## src/rtl/lc3_execute_pkg.sv

```systemverilog
// Shared definitions for the LC3 execute stage: opcodes, control encodings,
// E_Control field positions and sign-extension helpers.
package lc3_execute_pkg;

    localparam int unsigned DATA_W = 16;

    localparam logic [3:0] OpBr  = 4'b0000;
    localparam logic [3:0] OpAdd = 4'b0001;
    localparam logic [3:0] OpLd  = 4'b0010;
    localparam logic [3:0] OpAnd = 4'b0101;
    localparam logic [3:0] OpLdr = 4'b0110;
    localparam logic [3:0] OpNot = 4'b1001;
    localparam logic [3:0] OpLdi = 4'b1010;
    localparam logic [3:0] OpJmp = 4'b1100;
    localparam logic [3:0] OpLea = 4'b1110;

    typedef enum logic [1:0] {
        AluAdd  = 2'b00,
        AluAnd  = 2'b01,
        AluNot  = 2'b10,
        AluRsvd = 2'b11
    } alu_ctrl_e;

    typedef enum logic [1:0] {
        PcOff11 = 2'b00,
        PcOff9  = 2'b01,
        PcOff6  = 2'b10,
        PcZero  = 2'b11
    } pc_sel1_e;

    typedef enum logic {
        Op2Imm = 1'b0,
        Op2Reg = 1'b1
    } op2_sel_e;

    localparam int unsigned ECtlAluHi = 5;
    localparam int unsigned ECtlAluLo = 4;
    localparam int unsigned ECtlPc1Hi = 3;
    localparam int unsigned ECtlPc1Lo = 2;
    localparam int unsigned ECtlPc2   = 1;
    localparam int unsigned ECtlOp2   = 0;

    function automatic logic [DATA_W-1:0] sext5(input logic [4:0] v);
        return {{(DATA_W-5){v[4]}}, v};
    endfunction

    function automatic logic [DATA_W-1:0] sext6(input logic [5:0] v);
        return {{(DATA_W-6){v[5]}}, v};
    endfunction

    function automatic logic [DATA_W-1:0] sext9(input logic [8:0] v);
        return {{(DATA_W-9){v[8]}}, v};
    endfunction

    function automatic logic [DATA_W-1:0] sext11(input logic [10:0] v);
        return {{(DATA_W-11){v[10]}}, v};
    endfunction

    function automatic logic is_alu_op(input logic [3:0] op);
        return (op == OpAdd) || (op == OpAnd) || (op == OpNot);
    endfunction

    function automatic logic writes_dr(input logic [3:0] op);
        return is_alu_op(op) || (op == OpLd) || (op == OpLdr) || (op == OpLdi) ||
               (op == OpLea);
    endfunction

endpackage

```

## src/rtl/lc3_execute_if.sv

```systemverilog
// Execute-stage bus: decode/writeback inputs and registered results.
interface lc3_execute_if;
    import lc3_execute_pkg::*;

    logic              enable_execute;
    logic [DATA_W-1:0] IR;
    logic [DATA_W-1:0] npc_in;
    logic [5:0]        E_Control;
    logic [1:0]        W_Control_in;
    logic              Mem_Control_in;
    logic [DATA_W-1:0] VSR1;
    logic [DATA_W-1:0] VSR2;
    logic [DATA_W-1:0] Mem_Bypass_Val;
    logic              bypass_alu_1;
    logic              bypass_alu_2;
    logic              bypass_mem_1;
    logic              bypass_mem_2;
    logic [2:0]        sr1;
    logic [2:0]        sr2;
    logic [DATA_W-1:0] aluout;
    logic [DATA_W-1:0] pcout;
    logic [DATA_W-1:0] M_Data;
    logic [2:0]        dr;
    logic [2:0]        NZP;
    logic [1:0]        W_Control_out;
    logic              Mem_Control_out;
    logic [DATA_W-1:0] IR_Exec;

    modport master (
        output enable_execute, IR, npc_in, E_Control, W_Control_in, Mem_Control_in,
               VSR1, VSR2, Mem_Bypass_Val, bypass_alu_1, bypass_alu_2, bypass_mem_1,
               bypass_mem_2,
        input  sr1, sr2, aluout, pcout, M_Data, dr, NZP, W_Control_out, Mem_Control_out,
               IR_Exec
    );

    modport slave (
        input  enable_execute, IR, npc_in, E_Control, W_Control_in, Mem_Control_in,
               VSR1, VSR2, Mem_Bypass_Val, bypass_alu_1, bypass_alu_2, bypass_mem_1,
               bypass_mem_2,
        output sr1, sr2, aluout, pcout, M_Data, dr, NZP, W_Control_out, Mem_Control_out,
               IR_Exec
    );

endinterface

```

## src/rtl/lc3_execute_alu.sv

```systemverilog
// Combinational ALU and effective-address adder of the execute stage.
module lc3_execute_alu
    import lc3_execute_pkg::*;
(
    input  logic [10:0]       ir_off_i,
    input  logic [5:0]        e_control_i,
    input  logic [DATA_W-1:0] npc_i,
    input  logic [DATA_W-1:0] val1_i,
    input  logic [DATA_W-1:0] val2_i,
    output logic [DATA_W-1:0] alu_result_o,
    output logic [DATA_W-1:0] pc_result_o
);

    alu_ctrl_e         alu_ctrl;
    pc_sel1_e          pc_sel1;
    op2_sel_e          op2_sel;
    logic [DATA_W-1:0] op2;
    logic [DATA_W-1:0] addend1;
    logic [DATA_W-1:0] addend2;

    assign alu_ctrl = alu_ctrl_e'(e_control_i[ECtlAluHi:ECtlAluLo]);
    assign pc_sel1  = pc_sel1_e'(e_control_i[ECtlPc1Hi:ECtlPc1Lo]);
    assign op2_sel  = op2_sel_e'(e_control_i[ECtlOp2]);

    assign op2     = (op2_sel == Op2Reg) ? val2_i : sext5(ir_off_i[4:0]);
    assign addend2 = e_control_i[ECtlPc2] ? npc_i : val1_i;

    always_comb begin
        alu_result_o = '0;
        unique case (alu_ctrl)
            AluAdd:  alu_result_o = val1_i + op2;
            AluAnd:  alu_result_o = val1_i & op2;
            AluNot:  alu_result_o = ~val1_i;
            default: alu_result_o = '0;
        endcase
    end

    always_comb begin
        addend1 = '0;
        unique case (pc_sel1)
            PcOff11: addend1 = sext11(ir_off_i);
            PcOff9:  addend1 = sext9(ir_off_i[8:0]);
            PcOff6:  addend1 = sext6(ir_off_i[5:0]);
            default: addend1 = '0;
        endcase
    end

    // Carry out is dropped: address arithmetic wraps modulo 2^16.
    assign pc_result_o = addend1 + addend2;

endmodule

```

## src/rtl/lc3_execute.sv

```systemverilog
// LC3 execute stage: operand forwarding, ALU/address compute and result registers.
// Optional forwarding is enabled by defining LC3_EXECUTE_BYPASS_EN.
module lc3_execute
    import lc3_execute_pkg::*;
(
    input  logic         clock,
    input  logic         reset,
    lc3_execute_if.slave ex
);

    logic [3:0]        opcode;
    logic [DATA_W-1:0] val1;
    logic [DATA_W-1:0] val2;
    logic [DATA_W-1:0] alu_result;
    logic [DATA_W-1:0] pc_result;

    logic [DATA_W-1:0] aluout_d, aluout_q;
    logic [DATA_W-1:0] pcout_d, pcout_q;
    logic [DATA_W-1:0] m_data_d, m_data_q;
    logic [2:0]        dr_d, dr_q;
    logic [2:0]        nzp_d, nzp_q;
    logic [1:0]        w_control_q;
    logic              mem_control_q;
    logic [DATA_W-1:0] ir_exec_q;

    assign opcode = ex.IR[15:12];
    assign ex.sr1 = ex.IR[8:6];
    assign ex.sr2 = ((opcode == OpAdd) || (opcode == OpAnd)) ? ex.IR[2:0] : ex.IR[11:9];

`ifdef LC3_EXECUTE_BYPASS_EN
    // ALU forwarding takes priority over memory forwarding.
    assign val1 = ex.bypass_alu_1 ? aluout_q : ex.bypass_mem_1 ? ex.Mem_Bypass_Val : ex.VSR1;
    assign val2 = ex.bypass_alu_2 ? aluout_q : ex.bypass_mem_2 ? ex.Mem_Bypass_Val : ex.VSR2;
`else
    logic unused_bypass;
    assign unused_bypass = ^{ex.bypass_alu_1, ex.bypass_alu_2, ex.bypass_mem_1,
                             ex.bypass_mem_2, ex.Mem_Bypass_Val};
    assign val1 = ex.VSR1;
    assign val2 = ex.VSR2;
`endif

    lc3_execute_alu u_alu (
        .ir_off_i     (ex.IR[10:0]),
        .e_control_i  (ex.E_Control),
        .npc_i        (ex.npc_in),
        .val1_i       (val1),
        .val2_i       (val2),
        .alu_result_o (alu_result),
        .pc_result_o  (pc_result)
    );

    always_comb begin
        aluout_d = is_alu_op(opcode) ? alu_result : pc_result;
        pcout_d  = pc_result;
        m_data_d = val2;
        dr_d     = writes_dr(opcode) ? ex.IR[11:9] : 3'b000;
        nzp_d    = 3'b000;
        if (opcode == OpBr) begin
            nzp_d = ex.IR[11:9];
        end else if (opcode == OpJmp) begin
            nzp_d = 3'b111;
        end
    end

    always_ff @(posedge clock) begin
        if (reset) begin
            aluout_q      <= '0;
            pcout_q       <= '0;
            m_data_q      <= '0;
            dr_q          <= '0;
            nzp_q         <= '0;
            w_control_q   <= '0;
            mem_control_q <= 1'b0;
            ir_exec_q     <= '0;
        end else if (ex.enable_execute) begin
            aluout_q      <= aluout_d;
            pcout_q       <= pcout_d;
            m_data_q      <= m_data_d;
            dr_q          <= dr_d;
            nzp_q         <= nzp_d;
            w_control_q   <= ex.W_Control_in;
            mem_control_q <= ex.Mem_Control_in;
            ir_exec_q     <= ex.IR;
        end
    end

    assign ex.aluout          = aluout_q;
    assign ex.pcout           = pcout_q;
    assign ex.M_Data          = m_data_q;
    assign ex.dr              = dr_q;
    assign ex.NZP             = nzp_q;
    assign ex.W_Control_out   = w_control_q;
    assign ex.Mem_Control_out = mem_control_q;
    assign ex.IR_Exec         = ir_exec_q;

endmodule

```

## src/flat_wrapper.sv

```systemverilog
// flat-port wrapper written by rule: the top's interface ports become plain ports
module lc3_execute_flat import lc3_execute_pkg::*;
  (clock, reset, ex_enable_execute, ex_IR, ex_npc_in, ex_E_Control, ex_W_Control_in, ex_Mem_Control_in, ex_VSR1, ex_VSR2, ex_Mem_Bypass_Val, ex_bypass_alu_1, ex_bypass_alu_2, ex_bypass_mem_1, ex_bypass_mem_2, ex_sr1, ex_sr2, ex_aluout, ex_pcout, ex_M_Data, ex_dr, ex_NZP, ex_W_Control_out, ex_Mem_Control_out, ex_IR_Exec);
  lc3_execute_if ex_i ();
  input  logic clock;
  input  logic reset;
  input wire logic [$bits(ex_i.enable_execute)-1:0] ex_enable_execute;
  input wire logic [$bits(ex_i.IR)-1:0] ex_IR;
  input wire logic [$bits(ex_i.npc_in)-1:0] ex_npc_in;
  input wire logic [$bits(ex_i.E_Control)-1:0] ex_E_Control;
  input wire logic [$bits(ex_i.W_Control_in)-1:0] ex_W_Control_in;
  input wire logic [$bits(ex_i.Mem_Control_in)-1:0] ex_Mem_Control_in;
  input wire logic [$bits(ex_i.VSR1)-1:0] ex_VSR1;
  input wire logic [$bits(ex_i.VSR2)-1:0] ex_VSR2;
  input wire logic [$bits(ex_i.Mem_Bypass_Val)-1:0] ex_Mem_Bypass_Val;
  input wire logic [$bits(ex_i.bypass_alu_1)-1:0] ex_bypass_alu_1;
  input wire logic [$bits(ex_i.bypass_alu_2)-1:0] ex_bypass_alu_2;
  input wire logic [$bits(ex_i.bypass_mem_1)-1:0] ex_bypass_mem_1;
  input wire logic [$bits(ex_i.bypass_mem_2)-1:0] ex_bypass_mem_2;
  output wire logic [$bits(ex_i.sr1)-1:0] ex_sr1;
  output wire logic [$bits(ex_i.sr2)-1:0] ex_sr2;
  output wire logic [$bits(ex_i.aluout)-1:0] ex_aluout;
  output wire logic [$bits(ex_i.pcout)-1:0] ex_pcout;
  output wire logic [$bits(ex_i.M_Data)-1:0] ex_M_Data;
  output wire logic [$bits(ex_i.dr)-1:0] ex_dr;
  output wire logic [$bits(ex_i.NZP)-1:0] ex_NZP;
  output wire logic [$bits(ex_i.W_Control_out)-1:0] ex_W_Control_out;
  output wire logic [$bits(ex_i.Mem_Control_out)-1:0] ex_Mem_Control_out;
  output wire logic [$bits(ex_i.IR_Exec)-1:0] ex_IR_Exec;
  assign ex_i.enable_execute = ex_enable_execute;
  assign ex_i.IR = ex_IR;
  assign ex_i.npc_in = ex_npc_in;
  assign ex_i.E_Control = ex_E_Control;
  assign ex_i.W_Control_in = ex_W_Control_in;
  assign ex_i.Mem_Control_in = ex_Mem_Control_in;
  assign ex_i.VSR1 = ex_VSR1;
  assign ex_i.VSR2 = ex_VSR2;
  assign ex_i.Mem_Bypass_Val = ex_Mem_Bypass_Val;
  assign ex_i.bypass_alu_1 = ex_bypass_alu_1;
  assign ex_i.bypass_alu_2 = ex_bypass_alu_2;
  assign ex_i.bypass_mem_1 = ex_bypass_mem_1;
  assign ex_i.bypass_mem_2 = ex_bypass_mem_2;
  assign ex_sr1 = ex_i.sr1;
  assign ex_sr2 = ex_i.sr2;
  assign ex_aluout = ex_i.aluout;
  assign ex_pcout = ex_i.pcout;
  assign ex_M_Data = ex_i.M_Data;
  assign ex_dr = ex_i.dr;
  assign ex_NZP = ex_i.NZP;
  assign ex_W_Control_out = ex_i.W_Control_out;
  assign ex_Mem_Control_out = ex_i.Mem_Control_out;
  assign ex_IR_Exec = ex_i.IR_Exec;
  lc3_execute u_core (.clock(clock), .reset(reset), .ex(ex_i));
endmodule
```

## config.mk

```make
export PLATFORM = sky130hd
export DESIGN_NAME = lc3_execute_flat
export DESIGN_NICKNAME = d
export VERILOG_FILES = /design/src/rtl/lc3_execute_pkg.sv /design/src/rtl/lc3_execute_if.sv /design/src/rtl/lc3_execute_alu.sv /design/src/rtl/lc3_execute.sv /design/src/flat_wrapper.sv
export SDC_FILE = /design/constraint.sdc
export NUM_CORES = 1
export LEC_CHECK = 0
export BUFFER_PORTS_ARGS = -buffer_cell sky130_fd_sc_hd__buf_4
export CAP_MARGIN = 25
export CORE_MARGIN = 4
export CORE_UTILIZATION = 47
export CTS_BUF_LIST = sky130_fd_sc_hd__clkbuf_4
export DETAILED_ROUTE_END_ITERATION = 6
export PLACE_DENSITY = 0.79
export SYNTH_ARGS = -nofsm -noshare
export SYNTH_HDL_FRONTEND = slang
export SYNTH_SLANG_ARGS = --single-unit
```

## constraint.sdc

```tcl
create_clock -name clock -period 3 [get_ports clock]
set_clock_uncertainty 0.1 [all_clocks]
set_input_delay 0.3 -clock clock [delete_from_list [all_inputs] [get_ports clock]]
set_output_delay 0.3 -clock clock [all_outputs]
set_load 0.01 [all_outputs]
```

# Yosys cells after proc, flatten, opt, wreduce, memory -nomap -nowiden
# Cells that the tools add are included.
[classes] n_addsub=2 n_eq_ne=12 mux=9 n_bitwise=2 n_reduce_logical=9
[op_table] cell="$pmux W16 S3" count=2
[op_table] cell="$mux W16" count=3
[op_table] cell="$add A16 B16 Y16" count=2
[op_table] cell="$and A16 B16 Y16" count=1
[op_table] cell="$eq A4 B4 Y1 const B" count=4
[op_table] cell="$not A16 Y16" count=1
[op_table] cell="$mux W3" count=4
[op_table] cell="$eq A4 B3 Y1 const B" count=2
[op_table] cell="$logic_or A1 B1 Y1" count=6
[op_table] cell="$eq A2 B1 Y1 const B" count=2
[op_table] cell="$eq A2 B2 Y1 const B" count=2
[op_table] cell="$eq A4 B1 Y1 const B" count=1
[op_table] cell="$eq A4 B2 Y1 const B" count=1
[op_table] cell="$logic_not A2 Y1" count=2
[op_table] cell="$logic_not A4 Y1" count=1
[word_totals] ff_bits=73

# Longest topological paths before layout
[depth] ltp_word=8 depth_mapped=13 depth_no_buf=12

# By module
# From an unflattened synthesis, not the netlist that was laid out.
[unflattened] hier_cells=618 area_unflattened_um2=5159.9
[by_module_without_submodules] mod="lc3_execute" n_inst=1 cells_per_inst=290 area_each_um2=2854.0 seq_area_each_um2=1461.4
[by_module_without_submodules] mod="lc3_execute_alu" n_inst=1 cells_per_inst=328 area_each_um2=2306.0 seq_area_each_um2=0.0

# Worst setup path after synthesis
# No wires, ideal clock.
[synth_path] path_type="in2reg" start="input ex_E_Control[1]" end="register u_core.aluout_q[14], in the netlist u_core.ex.aluout[14]" setup_ns=0.121 arrival_ns=2.827 required_time_ns=2.779 path_slack_ns=-0.048 stages=11 n_path_buf=2 cell_sequence="clkbuf_1 -> clkbuf_1 -> mux2_2 -> ha_1 -> a21o_1 -> o21bai_1 -> a211o_1 -> a21o_1 -> mux2i_1 -> a221oi_2 -> nor3_2"
[synth_via] elab_chain_len=3
[synth_rtl] element="start: declaration" line="flat_wrapper.sv:10" text="input wire logic [$bits(ex_i.E_Control)-1:0] ex_E_Control;"
[synth_rtl] element="$mux W16" line="lc3_execute_alu.sv:26" text="assign addend2 = e_control_i[ECtlPc2] ? npc_i : val1_i;"
[synth_rtl] element="$add A16 B16 Y16" line="lc3_execute_alu.sv:49" text="assign pc_result_o = addend1 + addend2;"
[synth_rtl] element="$mux W16" line="lc3_execute.sv:53" text="aluout_d = is_alu_op(opcode) ? alu_result : pc_result;"
[synth_rtl] element="end signal: assignment" line="lc3_execute.sv:76" text="aluout_q <= aluout_d;"
[synth_rtl] element="end: declaration" line="lc3_execute.sv:17" text="logic [DATA_W-1:0] aluout_d, aluout_q;"
# Every way passes these cells.
# A chain may end at the register's enable or synchronous reset.

# Worst setup path after layout
[layout_path] start="input ex_VSR2[1]" end="register u_core.aluout_q[14], in the netlist u_core.ex.aluout[14]"
[layout_via] elab_chain_len=4
[layout_rtl] element="start: declaration" line="flat_wrapper.sv:14" text="input wire logic [$bits(ex_i.VSR2)-1:0] ex_VSR2;"
[layout_rtl] element="$mux W16" line="lc3_execute_alu.sv:25" text="assign op2 = (op2_sel == Op2Reg) ? val2_i : sext5(ir_off_i[4:0]);"
[layout_rtl] element="$add A16 B16 Y16" line="lc3_execute_alu.sv:31" text="AluAdd: alu_result_o = val1_i + op2;"
[layout_rtl] element="$pmux W16 S3" line="lc3_execute_alu.sv:30" text="unique case (alu_ctrl)"
[layout_rtl] element="$mux W16" line="lc3_execute.sv:53"
# Every way passes these cells.

==> qor.txt <==
CTS root buf: clkbuf_4
R2R setup slack: 1950 ps
WL final: 16.2 mm
Mapped Nets: 738
Vias after detailed routing: 5,111
Relative slew slack: 42.3%
Vias in the first global route: 5,171
Power Total: 2.87 mW
Final antenna-violating net count: 0
Fin Hold WS: 23.2 ps
Fmax: 339 MHz
Remaining DRCs: 0
Share of the synthesized area in the top cell type: 29.0%
Gr ovfl total: 0
DP Wirelength: 12.7 mm
Min Tclk post-route: 2950 ps
Final setup fails: 0
CP most frequent cell: buf_4
Maximum capacitance violations: 0
Critical R2R Capture: u_core.ex.aluout[9]$_SDFFE_PP0P_
Top Usage Layer GRT: met2
Width of the die: 112 um
Final core occ: 65.8%
Pin count of the biggest net entering global routing: 47
DRT iter0 DRCs: 330
Inserted Clock Buffers: 9
Area added between synthesis and finish: 35.3%
Synth Cell Area: 5040 sq um
Routability congestion estimate: 0.893
Most common cell after layout, fill and taps aside: buf_4
Worst path depth: 12
Placeable core area: 10,400 sq um
Starting density of the core: 48.6%
Worst path arrival time: 3170 ps
Synth Area per Inst: 8.28 sq um
Yosys Warn Count: 0
Max incr delay on CP: 530 ps
Die area: 12,500 sq um
VDD IR max: 232 uV
R2R cell count: 2
Vias per Instance: 5.48
Worst-path cell chain: dlygate4sd3_1, buf_4, mux2_2, fa_2, a21o_1, a221o_2, buf_4, a21oi_4, o21ai_2, xor2_1, a221oi_2, nor3_2
Status: completed
Routing usage on met2: 42.5%
Placement Setup Slack: -103 ps
Initial antenna violation count: 0
First-pass GRT wire length: 26.7 mm
GR Util All Layers: 26.2%
Worst path top cell family by delay: compound AO/OA/AOI/OAI gates
Port Buf Inserts: 154
Crit path setup slack, layout: 46.1 ps
Final hold vios: 0
Leak Pwr: 3.29 nW
Cell count after placement: 893
CTS Buffer Depth: 2
Power density over cell area: 420 nW/um^2
Wirelength per Cell: 17.4 um
Worst-Skew Late Latency: 440 ps
Critical setup path kind: in -> reg
Final net count: 920
Kind of end point of the critical path: flop
H-tree depth reported by CTS: 3
EDFF count, synth: 0
Final max-slew violation count: 0
Sink Count: 73
Netlist cell types: 55
CP Launch Type: input pin
Share of cells above drive strength 1: 30.5%
First-pass DRT Iterations: 5
Inserted Diodes: 0
CP max-delay cell: dlygate4sd3_1
CP max FO: 4
Met1 usage: 35.1%
Area of the multi-input gates: 3400 sq um
Part of the Yosys area used for sequential elements: 29.0%
Met3 usage: 5.43%
Row cnt: 37
Synth top area cells: dfxtp_1, mux2i_1, ha_1
Critical Path Source: ex_VSR2[1]
CTS tree: done
Non-filler cells in the finished layout: 932
# IOs: 175
Yosys reg bits: 73
Die H: 112 um
Tcrit/Tclk final: 98.5%
CP endpoint: u_core.ex.aluout[14]$_SDFFE_PP0P_
Worst path bufs/invs: 3
Worst Path Required: 3210 ps
Worst R2R Start: u_core.ex.aluout[9]$_SDFFE_PP0P_
Register area: 1460 sq um
Slew at the pin closest to its max-slew limit: 865 ps
Clock-pin slew on the worst setup and hold paths: 120 ps
Fill cells: 894
Hold Path Class: in -> reg
Synth area leader: dfxtp_1
Syn Inst Count: 609
Ys async rst share: 0%
Synth Flop Type: dfxtp_1
Most frequent cells in the layout: buf_4, nor2_1, dfxtp_1
==> what timing repair did <==
| item | in CTS | in global routing |
|---|---|---|
| resized for setup | 0 | 10 |
| setup endpoints to repair | 0 | 7 |
| setup buffers | 0 | 1 |
| hold buffers | 21 | 1 |
| hold endpoints to repair | 21 | 1 |
==> routing by layer <==
| metal | vias up | wire length, um |
|---|---|---|
| met4 | 0 | 328 |
| met3 | 27 | 1070 |
| met5 | - | 0 |
| met2 | 170 | 7450 |
| met1 | 2386 | 7390 |
| li1 | 2528 | - |
==> how the worst min path moves through the flow <==
stage / slack (ps) / endpoint / startpoint / cells after the start
3_5_place_dp: 380 / u_core.ex.dr[0]$_SDFFE_PP0P_ / u_core.ex.dr[0]$_SDFFE_PP0P_ / 2
6_report: 20 / u_core.ex.M_Data[10]$_SDFFE_PP0P_ / ex_VSR2[10] / 3
3_3_place_gp: 360 / u_core.ex.dr[1]$_SDFFE_PP0P_ / u_core.ex.dr[1]$_SDFFE_PP0P_ / 2
2_1_floorplan: 350 / u_core.ex.IR_Exec[0]$_SDFFE_PP0P_ / ex_IR[0] / 2
4_1_cts: 6 / u_core.ex.IR_Exec[4]$_SDFFE_PP0P_ / ex_IR[4] / 3
5_1_grt: 20 / u_core.ex.IR_Exec[10]$_SDFFE_PP0P_ / ex_IR[10] / 3
==> worst reg2reg max path, stage by stage (launching register included) <==
cell,delay [ps]
dfxtp_1,350
or3b_2,440
o311ai_1,80
==> sequential cells by signal, indices dropped and copies added, names as in the netlist <==
signal / cells
u_core.ex.NZP: 3
u_core.ex.Mem_Control_out: 1
u_core.ex.aluout: 16
u_core.ex.W_Control_out: 2
u_core.ex.IR_Exec: 16
u_core.ex.dr: 3
u_core.ex.M_Data: 16
u_core.ex.pcout: 16
==> through the flow <==
step / cell area [sq um] / TNS [ps]
final: 6820 / 0
after global routing: 6820 / -4.19
after CTS: 6770 / 0
after detailed placement: 6440 / -258
after global placement: 6440 / -50.4
after floorplan: 5040 / 0
==> report_power, final <==
part / internal [mW] / total [mW] / switching [mW]
clock: 0.177 / 0.569 / 0.391
combinational: 0.583 / 1.19 / 0.610
sequential: 1.06 / 1.10 / 0.0482
total: 1.82 / 2.87 / 1.05
==> cells in the mapped netlist, types with 13 or more instances <==
master / number
nand2_1: 59
a21o_1: 16
mux2i_1: 54
o21ai_0: 31
clkbuf_1: 18
dfxtp_1: 73
xor2_1: 13
a21oi_1: 44
nand2b_1: 15
nor2_1: 85
ha_1: 31
mux2_2: 26
a211oi_1: 13
==> logic make-up after synthesis <==
kind of cell,count (synthesis),synth area share [%]
xor gates and xnor gates,25,4.34
and+or+nand+nor,200,17.8
DFF,73,29.0
muxes,80,16.5
AOI/OAI and AO/OA,151,19.5
adders and majority gates,33,8.48
buffers and inverters,47,4.34
==> layout make-up <==
class | instances | area share (%)
multi-input combinational | 489 | 49.8
timing repair buffer | 206 | 23.8
sequential | 73 | 21.4
tap | 136 | 2.49
clock buffer | 9 | 0.990
clock inverter | 7 | 0.788
inverter | 12 | 0.660
Power figures use the tool's default switching activity.
